--- src/rtl/xdma_write_beat_gen.sv ---
// ---------------------------------------------------------------------------
// xdma_write_beat_gen
//
// Purpose:
//   Upstream feeder of the xdma write demultiplexer. Takes one write-burst
//   descriptor (base address, byte stride, beat count) and a stream of data
//   beats, and emits one address+data pair per beat through a registered
//   valid/ready output stage. Sustains one beat per cycle.
//
// Ports:
//   clk_i          clock, all logic on the rising edge
//   rst_ni         synchronous active-low reset
//   desc_addr_i    base address of the first beat
//   desc_stride_i  unsigned byte increment between consecutive beats
//   desc_len_i     number of beats in the burst (0 = empty burst)
//   desc_valid_i   descriptor valid
//   desc_ready_o   descriptor accepted when high together with desc_valid_i
//   data_i         write data beat
//   data_valid_i   data beat valid
//   data_ready_o   data beat accepted when high together with data_valid_i
//   oup_addr_o     address of the output beat
//   oup_data_o     data of the output beat
//   oup_last_o     output beat is the last of its burst
//   oup_valid_o    output beat valid
//   oup_ready_i    downstream ready
//   busy_o         burst in progress or output register occupied
//   done_o         one-cycle pulse at burst completion
// ---------------------------------------------------------------------------
module xdma_write_beat_gen #(
  parameter int unsigned ADDR_WIDTH   = 48,
  parameter int unsigned DATA_WIDTH   = 512,
  parameter int unsigned LEN_WIDTH    = 16,
  parameter int unsigned STRIDE_WIDTH = 32
) (
  input  logic                    clk_i,
  input  logic                    rst_ni,
  input  logic [ADDR_WIDTH-1:0]   desc_addr_i,
  input  logic [STRIDE_WIDTH-1:0] desc_stride_i,
  input  logic [LEN_WIDTH-1:0]    desc_len_i,
  input  logic                    desc_valid_i,
  output logic                    desc_ready_o,
  input  logic [DATA_WIDTH-1:0]   data_i,
  input  logic                    data_valid_i,
  output logic                    data_ready_o,
  output logic [ADDR_WIDTH-1:0]   oup_addr_o,
  output logic [DATA_WIDTH-1:0]   oup_data_o,
  output logic                    oup_last_o,
  output logic                    oup_valid_o,
  input  logic                    oup_ready_i,
  output logic                    busy_o,
  output logic                    done_o
);

  typedef logic [ADDR_WIDTH-1:0] addr_t;
  typedef logic [DATA_WIDTH-1:0] data_t;

  typedef enum logic [1:0] {
    IDLE       = 2'd0,
    BURST      = 2'd1,
    EMPTY_DONE = 2'd2
  } state_e;

  state_e                  state_q;
  state_e                  state_d;

  addr_t                   cur_addr_q;
  logic [STRIDE_WIDTH-1:0] stride_q;
  logic [LEN_WIDTH-1:0]    remaining_q;

  addr_t                   oup_addr_q;
  data_t                   oup_data_q;
  logic                    oup_last_q;
  logic                    oup_valid_q;
  logic                    done_q;

  logic                    desc_hs;
  logic                    data_hs;
  logic                    last_beat;
  logic                    empty_start;
  logic                    burst_start;
  logic                    oup_drain;
  addr_t                   stride_ext;

  // The stride is unsigned; the size cast zero-extends it so the address
  // addition wraps modulo 2^ADDR_WIDTH.
  assign stride_ext  = addr_t'(stride_q);
  assign last_beat   = (remaining_q == LEN_WIDTH'(1));
  assign oup_drain   = oup_valid_q && oup_ready_i;

  // desc_ready_o is only high in IDLE and data_ready_o only in BURST, so the
  // two handshakes can never coincide.
  assign desc_hs     = desc_valid_i && desc_ready_o;
  assign data_hs     = data_valid_i && data_ready_o;
  assign empty_start = desc_hs && (desc_len_i == '0);
  assign burst_start = desc_hs && (desc_len_i != '0);

  // State register.
  always_ff @(posedge clk_i) begin
    if (!rst_ni) begin
      state_q <= IDLE;
    end else begin
      state_q <= state_d;
    end
  end

  // Next-state and handshake outputs. data_ready_o depends only on the
  // output register, never on data_valid_i, so no combinational path runs
  // from the data source back to itself. A new descriptor is accepted in
  // IDLE even if the previous last beat still waits in the output register;
  // the next burst simply cannot load until that register frees up.
  always_comb begin
    state_d      = state_q;
    desc_ready_o = 1'b0;
    data_ready_o = 1'b0;
    unique case (state_q)
      IDLE: begin
        desc_ready_o = 1'b1;
        if (desc_valid_i) begin
          state_d = (desc_len_i == '0) ? EMPTY_DONE : BURST;
        end
      end
      BURST: begin
        data_ready_o = !oup_valid_q || oup_ready_i;
        if (data_valid_i && data_ready_o && last_beat) begin
          state_d = IDLE;
        end
      end
      EMPTY_DONE: begin
        state_d = IDLE;
      end
      default: begin
        state_d = IDLE;
      end
    endcase
  end

  // Burst bookkeeping: latch the descriptor and step address/count per beat.
  always_ff @(posedge clk_i) begin
    if (!rst_ni) begin
      cur_addr_q  <= '0;
      stride_q    <= '0;
      remaining_q <= '0;
    end else if (burst_start) begin
      cur_addr_q  <= desc_addr_i;
      stride_q    <= desc_stride_i;
      remaining_q <= desc_len_i;
    end else if (data_hs) begin
      cur_addr_q  <= cur_addr_q + stride_ext;
      remaining_q <= remaining_q - LEN_WIDTH'(1);
    end
  end

  // Output register. A load and a drain in the same cycle simply replace
  // the beat, which is what gives one beat per cycle. Payload fields only
  // change on a load, so they stay stable while stalled.
  always_ff @(posedge clk_i) begin
    if (!rst_ni) begin
      oup_valid_q <= 1'b0;
      oup_addr_q  <= '0;
      oup_data_q  <= '0;
      oup_last_q  <= 1'b0;
    end else if (data_hs) begin
      oup_valid_q <= 1'b1;
      oup_addr_q  <= cur_addr_q;
      oup_data_q  <= data_i;
      oup_last_q  <= last_beat;
    end else if (oup_drain) begin
      oup_valid_q <= 1'b0;
    end
  end

  // Completion pulse: the cycle after the last beat leaves, or the
  // EMPTY_DONE cycle for a zero-length burst.
  always_ff @(posedge clk_i) begin
    if (!rst_ni) begin
      done_q <= 1'b0;
    end else begin
      done_q <= empty_start || (oup_drain && oup_last_q);
    end
  end

  assign oup_addr_o  = oup_addr_q;
  assign oup_data_o  = oup_data_q;
  assign oup_last_o  = oup_last_q;
  assign oup_valid_o = oup_valid_q;
  assign done_o      = done_q;
  assign busy_o      = (state_q != IDLE) || oup_valid_q;

endmodule
--- config.mk ---
export PLATFORM = sky130hd
export DESIGN_NAME = xdma_write_beat_gen
export DESIGN_NICKNAME = d
export VERILOG_FILES = /design/src/rtl/xdma_write_beat_gen.sv
export SDC_FILE = /design/constraint.sdc
export NUM_CORES = 1
export LEC_CHECK = 0
export BUFFER_PORTS_ARGS = -buffer_cell sky130_fd_sc_hd__buf_2
export CORE_AREA = 2 2 461 463
export DETAILED_ROUTE_END_ITERATION = 10
export DIE_AREA = 0 0 463 465
export HOLD_SLACK_MARGIN = 0.1
export SYNTH_ARGS = -nofsm -noshare
export SYNTH_HDL_FRONTEND = slang
export SYNTH_SLANG_ARGS = --single-unit
--- constraint.sdc ---
create_clock -name clk_i -period 3.45 [get_ports clk_i]
set_input_delay 0.5175 -clock clk_i [delete_from_list [all_inputs] [get_ports clk_i]]
set_output_delay 0.5175 -clock clk_i [all_outputs]
set_load 0.1 [all_outputs]
==> run_results.csv, run 1 <==
group,metric,value,unit
outcome,status,"completed",
timing,worst_slew_pin_slew,1.17,ns
pwr,p_per_area,516,nW/um^2
clock_network,cts_tree,"yes",
floorplan,die_w,463,um
final_layout,n_fill_cell,23400,
synthesis,netlist_area,25200,um^2
floorplan,num_rows,169,
placement,place.gp.congestion,0.933,
worst_setup_path,rrSetupSlack,0.21,ns
final_layout,drive_gt1_share,28.6,%
job,cap_viol_max_count,0,
synthesis,synth_area_leaders,"dfxtp_1 52%, nand2_1 19%, a21oi_1 13%, clkbuf_1 3.0%, ha_1 1.7%",
worst_setup_path,path_max_fanout,5,
pwr,p_leak,17.9,nW
timing,setup_viol,0,
detailed_routing,routedWlPerCell,22.9,um
synthesis,synth_nets,3878,
timing,skew,0.0431,ns
clock_network,clock_latency,0.71,ns
worst_setup_path,path_class,"reg2reg",
global_routing,grt_first_pass_wirelength,237000,um
clock_network,clock-sinks,661,
clock_network,clkTransAtPathRegs,0.06,ns
floorplan,start_util,12.0,%
worst_setup_path,r2r_start,"cur_addr_q[0]",
detailed_routing,drtPass1Iterations,7,
floorplan,ios,1179,
worst_setup_path,slowest_delay,0.44,ns
worst_hold_path,hold_class,"in2reg",
synthesis,async_reset_ff_share,0,%
detailed_routing,drcViolationCount,0,
timing,finalMaxSlewViolations,0,
floorplan,die_area,215000,um^2
pwr,ir_drop,362,uV
worst_setup_path,start_kind,"register",
worst_setup_path,r2r.worst_path.cells,11,
worst_setup_path,path_cells,"ha_1, inv_1, fa_1, and2b_1, o2111ai_2, a21boi_2, a31o_2, a221oi_2, a2111oi_0, mux2_2, a21oi_2",
timing,setup_ws,0.213,ns
worst_setup_path,crit_arrival,3.88,ns
synthesis,syn_avg_cell_area,7.81,um^2
synthesis,yosys.area.top_type,"dfxtp_1",
clock_network,cts_root_buffer,"clkbuf_16",
clock_network,post_cts_buffers,0,
timing,slew_headroom,21.9,%
worst_setup_path,reg2reg_to,"cur_addr_q[46]",
timing,fin_crit_sh,93.8,%
final_layout,final_nets,5520,
global_routing,grt_usage,15.8,%
timing,hold_violations,0,
synthesis,yosysTopAreaCellShare,52.4,%
synthesis,yosysWarnings,0,
worst_setup_path,crit_path_end,"cur_addr_q[46]",
worst_setup_path,cp-startpoint,"cur_addr_q[0]",
detailed_routing,vias,30600,
synthesis,synth_edf_count,0,
timing,fmax,0.309,GHz
timing,hold_ws,0.161,ns
synthesis,ys_seq_area_share,52.4,%
detailed_routing,drt_iter0_markers,2373,
global_routing,antenna_found_initial,117,
global_routing,overflow,0,
global_routing,grt_pass1_vias,29700,
detailed_routing,antenna_left,0,
worst_setup_path,critPathSlowestCell,"a2111oi_0",
clock_network,cts_buffer_depth,3,
floorplan,core_area,211000,um^2
clock_network,cts_made_buffers,82,
timing,timing.final.crit_period,3.24,ns
worst_hold_path,worstHoldStart,"data_i[93]",
synthesis,synth.distinct_cells,81,
placement,dp_slack,0.198,ns
final_layout,finish.utilization,20.3,%
timing,rsz0062_at_grt,"no",
worst_setup_path,critical_path.endpoint_type,"register",
worst_setup_path,cp.required,4.10,ns
detailed_routing,routed_wl,179000,um
placement,hpwl,145000,um
detailed_routing,vias_per_cell,3.92,
final_layout,area_delta_synth_final,69.9,%
clock_network,htreeDepth,3,
timing,setup_tns,0,ns
synthesis,synth_seq_cells,661,
placement,portBuffers,1178,
floorplan,die_h,465,um
global_routing,grt_max_degree,146,
synthesis,netlist_instances,3230,
synthesis,yosys_most_used_dff,"dfxtp_1",
-- through the flow --
| step | std cells | power [W] | area, um^2 |
|---|---|---|---|
| finish | 7801 | 0.0221 | 42900 |
| global route | 7794 | 0.0230 | 42900 |
| global placement | 7043 | 0.0126 | 34300 |
| CTS | 7758 | 0.0225 | 42800 |
| floorplan | 3230 | 0.0112 | 25200 |
| detailed placement | 7043 | 0.0126 | 34300 |
-- final cells by class --
class	instances	area, um^2	area share [%]
Inverter	17	71.3	0.166
Clock buffer	102	2210	5.15
Clock inverter	47	618	1.44
Multi-Input combinational cell	2314	11000	25.7
Tap cell	2821	3530	8.23
Sequential cell	661	13200	30.9
Timing Repair Buffer	1796	12100	28.2
Antenna cell	43	108	0.251
-- worst max-delay path, delay by kind of cell (launching register included) --
family          cells  cell delay (ns)
compound gates      6             1.47
fa+ha+maj           2             0.60
mux                 1             0.40
flops               1             0.36
simple gates        1             0.27
buf+inv             1             0.07
-- layout by cell type, fill, tap and decap left out, types with 5 or more instances in the layout --
master,netlist,layout
nand3_1,25,25
clkinvlp_4,0,13
o211ai_1,11,11
buf_4,0,39
buf_2,20,1178
a21boi_0,6,6
a31oi_1,14,14
o21bai_1,6,6
clkbuf_1,205,12
bufinv_16,0,7
inv_1,16,16
nor3_1,14,14
clkinv_2,0,7
nand4_1,14,14
buf_12,0,13
diode_2,0,43
a211oi_1,5,5
and3_1,8,7
xor2_1,5,5
a21oi_1,673,673
a22oi_1,26,26
ha_1,34,34
dfxtp_1,661,661
a21o_1,13,13
o21ai_0,16,16
clkbuf_16,0,82
xnor2_1,21,21
o21a_1,5,5
clkbuf_8,2,8
clkinv_4,0,8
o22ai_1,6,6
a221oi_1,9,9
nor4_1,8,8
nand2_1,1248,1247
dlygate4sd3_1,0,566
or3_1,10,10
o311ai_0,5,5
nor2_1,48,47
-- where the power goes --
group | leakage, nW | total [W] | internal [W] | switching [W]
logic | 11.2 | 0.00484 | 0.00126 | 0.00358
clock network | 1.33 | 0.00911 | 0.00517 | 0.00394
registers | 5.38 | 0.00820 | 0.00798 | 0.000224
total | 17.9 | 0.0221 | 0.0144 | 0.00774
-- timing repair --
action / in CTS / in global routing
hold buffers: 566 / 0
gates resized for setup: 0 / 1
setup endpoints to repair: 0 / 1
hold endpoints to repair: 567 / 0
-- state kept, by name, summed over array words and instances, names as in the netlist --
name         cells
oup_addr_o      48
oup_data_o     512
cur_addr_q      48
state_q          2
stride_q        32
oup_last_o       1
done_o           1
remaining_q     16
oup_valid_o      1
-- Yosys cell counts (all sizes together) (4+ instances only) --
library cell,number
nand2,1250
a21oi,678
dfxtp,661
clkbuf,208
nor2,48
ha,34
buf,30
nand3,27
a22oi,26
o21ai,21
xnor2,21
inv,17
nor3,15
a21o,14
a31oi,14
nand4,14
a221oi,13
o211ai,11
and3,10
or3,10
nor4,9
a21boi,7
o21bai,6
o22ai,6
a211oi,5
o21a,5
o311ai,5
xor2,5
a22o,4
and4,4
nand2b,4
nor2b,4
-- worst min-delay path by stage --
stage                      endpoint  slack [ns]  cells after the start
CTS                  remaining_q[4]        0.10                      3
detailed placement  oup_data_o[378]        0.44                      2
finish               oup_data_o[93]        0.16                      3
global route        oup_data_o[359]        0.11                      3
global placement    oup_data_o[140]        0.44                      2
floorplan           remaining_q[12]        0.44                      2
-- layer usage --
layer / global-route usage (%) / wire length, um
met1: 17.2 / 66500
met2: 24.4 / 78000
met3: 7.85 / 21700
met4: 9.59 / 12400
met5: 0.571 / 340
-- cells by family (layout without fill, tap and decap cells) --
kind of cell / after synthesis / after routing / synth area share (%)
buffers and inverters: 255 / 1962 / 4.06
AND/OR/NAND/NOR: 1411 / 1411 / 22.2
AO/OA/AOI/OAI: 839 / 839 / 18.5
other: 0 / 43 / 0
XOR/XNOR: 26 / 26 / 0.902
flip-flops: 661 / 661 / 52.4
multiplexers: 3 / 3 / 0.134
adder cells (fa/ha/maj): 35 / 35 / 1.76
No activity file was read; power rests on OpenSTA's default activity.
==> inputs of run 2 (changes only) <==
==> constraint.sdc (replaced) <==
create_clock -name clk_i -period 3.45 [get_ports clk_i]
set_input_delay 0.69 -clock clk_i [delete_from_list [all_inputs] [get_ports clk_i]]
set_output_delay 0.69 -clock clk_i [all_outputs]
set_load 0.1 [all_outputs]
==> run 2 against run 1 <==
Non-clock buffer count decreased by 560. Register-to-register slack improved by 0.09 ns. Core utilization decreased by 2.6 points. Fmax increased by 3.0%. Sequential power about the same. Critical path depth unchanged. First-iteration DRC count decreased by 16%. Power decreased by 2.2%. Worst setup slack improved by 0.093 ns. Wire length decreased by 2.6%. Clock skew decreased by 0.018 ns. Final area decreased by 13%. Critical path type unchanged. Critical endpoint unchanged. Highest routed layer unchanged.
==> run_results.csv, run 2 (synthesis gave the netlist of run 1 again) <==
group,metric,value,unit
outcome,status,"completed",
clock_network,cts_root_buffer,"clkbuf_16",
worst_setup_path,cp.required,4.09,ns
timing,slew_headroom,41.2,%
timing,fin_crit_sh,91.1,%
worst_hold_path,worstHoldStart,"data_i[298]",
global_routing,grt_first_pass_wirelength,228000,um
final_layout,n_fill_cell,24100,
timing,worst_slew_pin_slew,0.882,ns
floorplan,num_rows,169,
clock_network,clock_latency,0.71,ns
pwr,ir_drop,375,uV
pwr,p_per_area,579,nW/um^2
final_layout,seq_area,13200,um^2
clock_network,cts_buffer_depth,3,
worst_setup_path,path_cells,"ha_1, inv_1, fa_1, and2b_1, o2111ai_2, a21boi_2, a31o_2, a221oi_2, a2111oi_0, mux2_2, a21oi_2",
final_layout,largest_reg_flops,512,
detailed_routing,vias_per_cell,3.89,
job,cap_viol_max_count,0,
worst_setup_path,cp.depth,11,
clock_network,cts_resized,0,
detailed_routing,drtPass1Iterations,8,
timing,skew,0.0252,ns
floorplan,core_area,211000,um^2
worst_setup_path,critPathSlowestCell,"a2111oi_0",
clock_network,clock-sinks,661,
placement,place.gp.congestion,0.940,
worst_setup_path,path_max_fanout,3,
pwr,finalPower,0.0217,W
detailed_routing,drcViolationCount,0,
final_layout,area_delta_synth_final,48.2,%
worst_hold_path,hold_depth,3,
timing,setup_tns,0,ns
worst_setup_path,slowest_delay,0.43,ns
timing,timing.final.crit_period,3.14,ns
global_routing,grt_pass1_vias,26900,
final_layout,final_cell_mix,"1247 x nand2_1, 1178 x buf_2, 673 x a21oi_1",
worst_setup_path,start_kind,"register",
timing,rsz0062_at_grt,"no",
clock_network,htreeDepth,3,
worst_setup_path,r2r.worst_path.cells,11,
detailed_routing,routedWlPerCell,24.0,um
global_routing,grt.met1_usage,17.0,%
final_layout,layout_commonest_cell,"nand2_1",
worst_setup_path,critical_path.endpoint_type,"register",
floorplan,start_util,12.0,%
floorplan,die_area,215000,um^2
timing,fmax,0.318,GHz
final_layout,drive_gt1_share,32.5,%
floorplan,die_w,463,um
timing,hold_violations,0,
global_routing,met2_usage,23.4,%
clock_network,cts_hold_buf,0,
placement,portBuffers,1178,
worst_setup_path,rrSetupSlack,0.31,ns
global_routing,antenna_found_initial,160,
worst_setup_path,worst-path-buf-inv,1,
worst_hold_path,min_to,"oup_data_o[298]",
clock_network,cts_tree,"yes",
global_routing,met3_usage,7.66,%
placement,hpwl,145000,um
final_layout,final_nets,4963,
worst_setup_path,crit_arrival,3.78,ns
pwr,p_leak,15.6,nW
worst_setup_path,path_class,"reg2reg",
detailed_routing,vias,28200,
worst_setup_path,r2r_start,"cur_addr_q[0]",
clock_network,clkTransAtPathRegs,0.06,ns
detailed_routing,routed_wl,174000,um
worst_setup_path,reg2reg_to,"cur_addr_q[46]",
timing,setup_viol,0,
worst_setup_path,crit_family,"compound AO/OA/AOI/OAI gates",
floorplan,die_h,465,um
clock_network,cts_made_buffers,85,
detailed_routing,antenna_left,0,
worst_hold_path,hold_class,"in2reg",
global_routing,grt_usage,15.4,%
final_layout,multi_input_area,11000,um^2
global_routing,busiest_layer,"met2",
global_routing,overflow,0,
timing,finalMaxSlewViolations,0,
global_routing,grt_max_degree,125,
floorplan,ios,1179,
clock_network,post_cts_buffers,0,
detailed_routing,drt_iter0_markers,2001,
## run 2: changes by cell type in the layout (fill, tap and decap cells not counted), moves of 3 or more
cell           change
diode_2            +8
buf_12             +6
dlygate4sd3_1    -566
clkinv_2          +11
inv_6              +3
clkinv_4           -5
clkinvlp_4         -7
clkbuf_8           +8
clkbuf_16          +4
clkinv_8           -3
## run 2: per-stage QoR
step / util (%) / setup slack (ns) / hold WS (ns) / std cells / area (um^2)
after floorplan: - / 0.300 / 0.440 / 3230 / 25200
final: 17.7 / 0.306 / 0.217 / 7256 / 37400
after CTS: 17.7 / 0.262 / 0.115 / 7205 / 37300
after global routing: 17.7 / 0.0572 / 0.136 / 7236 / 37300
after global placement: 16.3 / 0.141 / 0.439 / 7049 / 34400
after detailed placement: 16.3 / 0.282 / 0.443 / 7049 / 34400
## run 2: where the power goes
part	leakage (nW)	switching [W]	total [W]	internal, W
clock	1.41	0.00387	0.00921	0.00534
sequential	5.38	0.000225	0.00821	0.00798
combinational	8.85	0.00339	0.00424	0.000853
## run 2: layout make-up
class                           count  area share (%)
Clock inverter                     42            1.18
Clock buffer                      114            6.46
Timing Repair Buffer             1236            17.6
Tap cell                         2821            9.44
Inverter                           17           0.191
Multi-Input combinational cell   2314            29.4
Antenna cell                       51           0.341
Sequential cell                   661            35.4
## run 2: worst min-delay path, delay by kind of cell
kind            cells  cell delay, ns
buf+inv             1            0.09
simple gates        1            0.05
compound gates      1            0.05
## run 2: how the worst max path moves through the flow
| stage | startpoint | end | slack [ns] |
|---|---|---|---|
| after detailed placement | cur_addr_q[0] | cur_addr_q[46] | 0.28 |
| after global routing | cur_addr_q[0] | cur_addr_q[42] | 0.06 |
| after CTS | cur_addr_q[0] | cur_addr_q[46] | 0.26 |
| after global placement | cur_addr_q[0] | cur_addr_q[46] | 0.14 |
| final | cur_addr_q[0] | cur_addr_q[46] | 0.31 |
| after floorplan | oup_valid_o | cur_addr_q[47] | 0.30 |
## run 2: per-layer routing
metal,vias to the layer above,wire (um)
met5,-,403
li1,13000,-
met1,13300,65800
met2,1510,76100
met3,408,20000
met4,48,11800
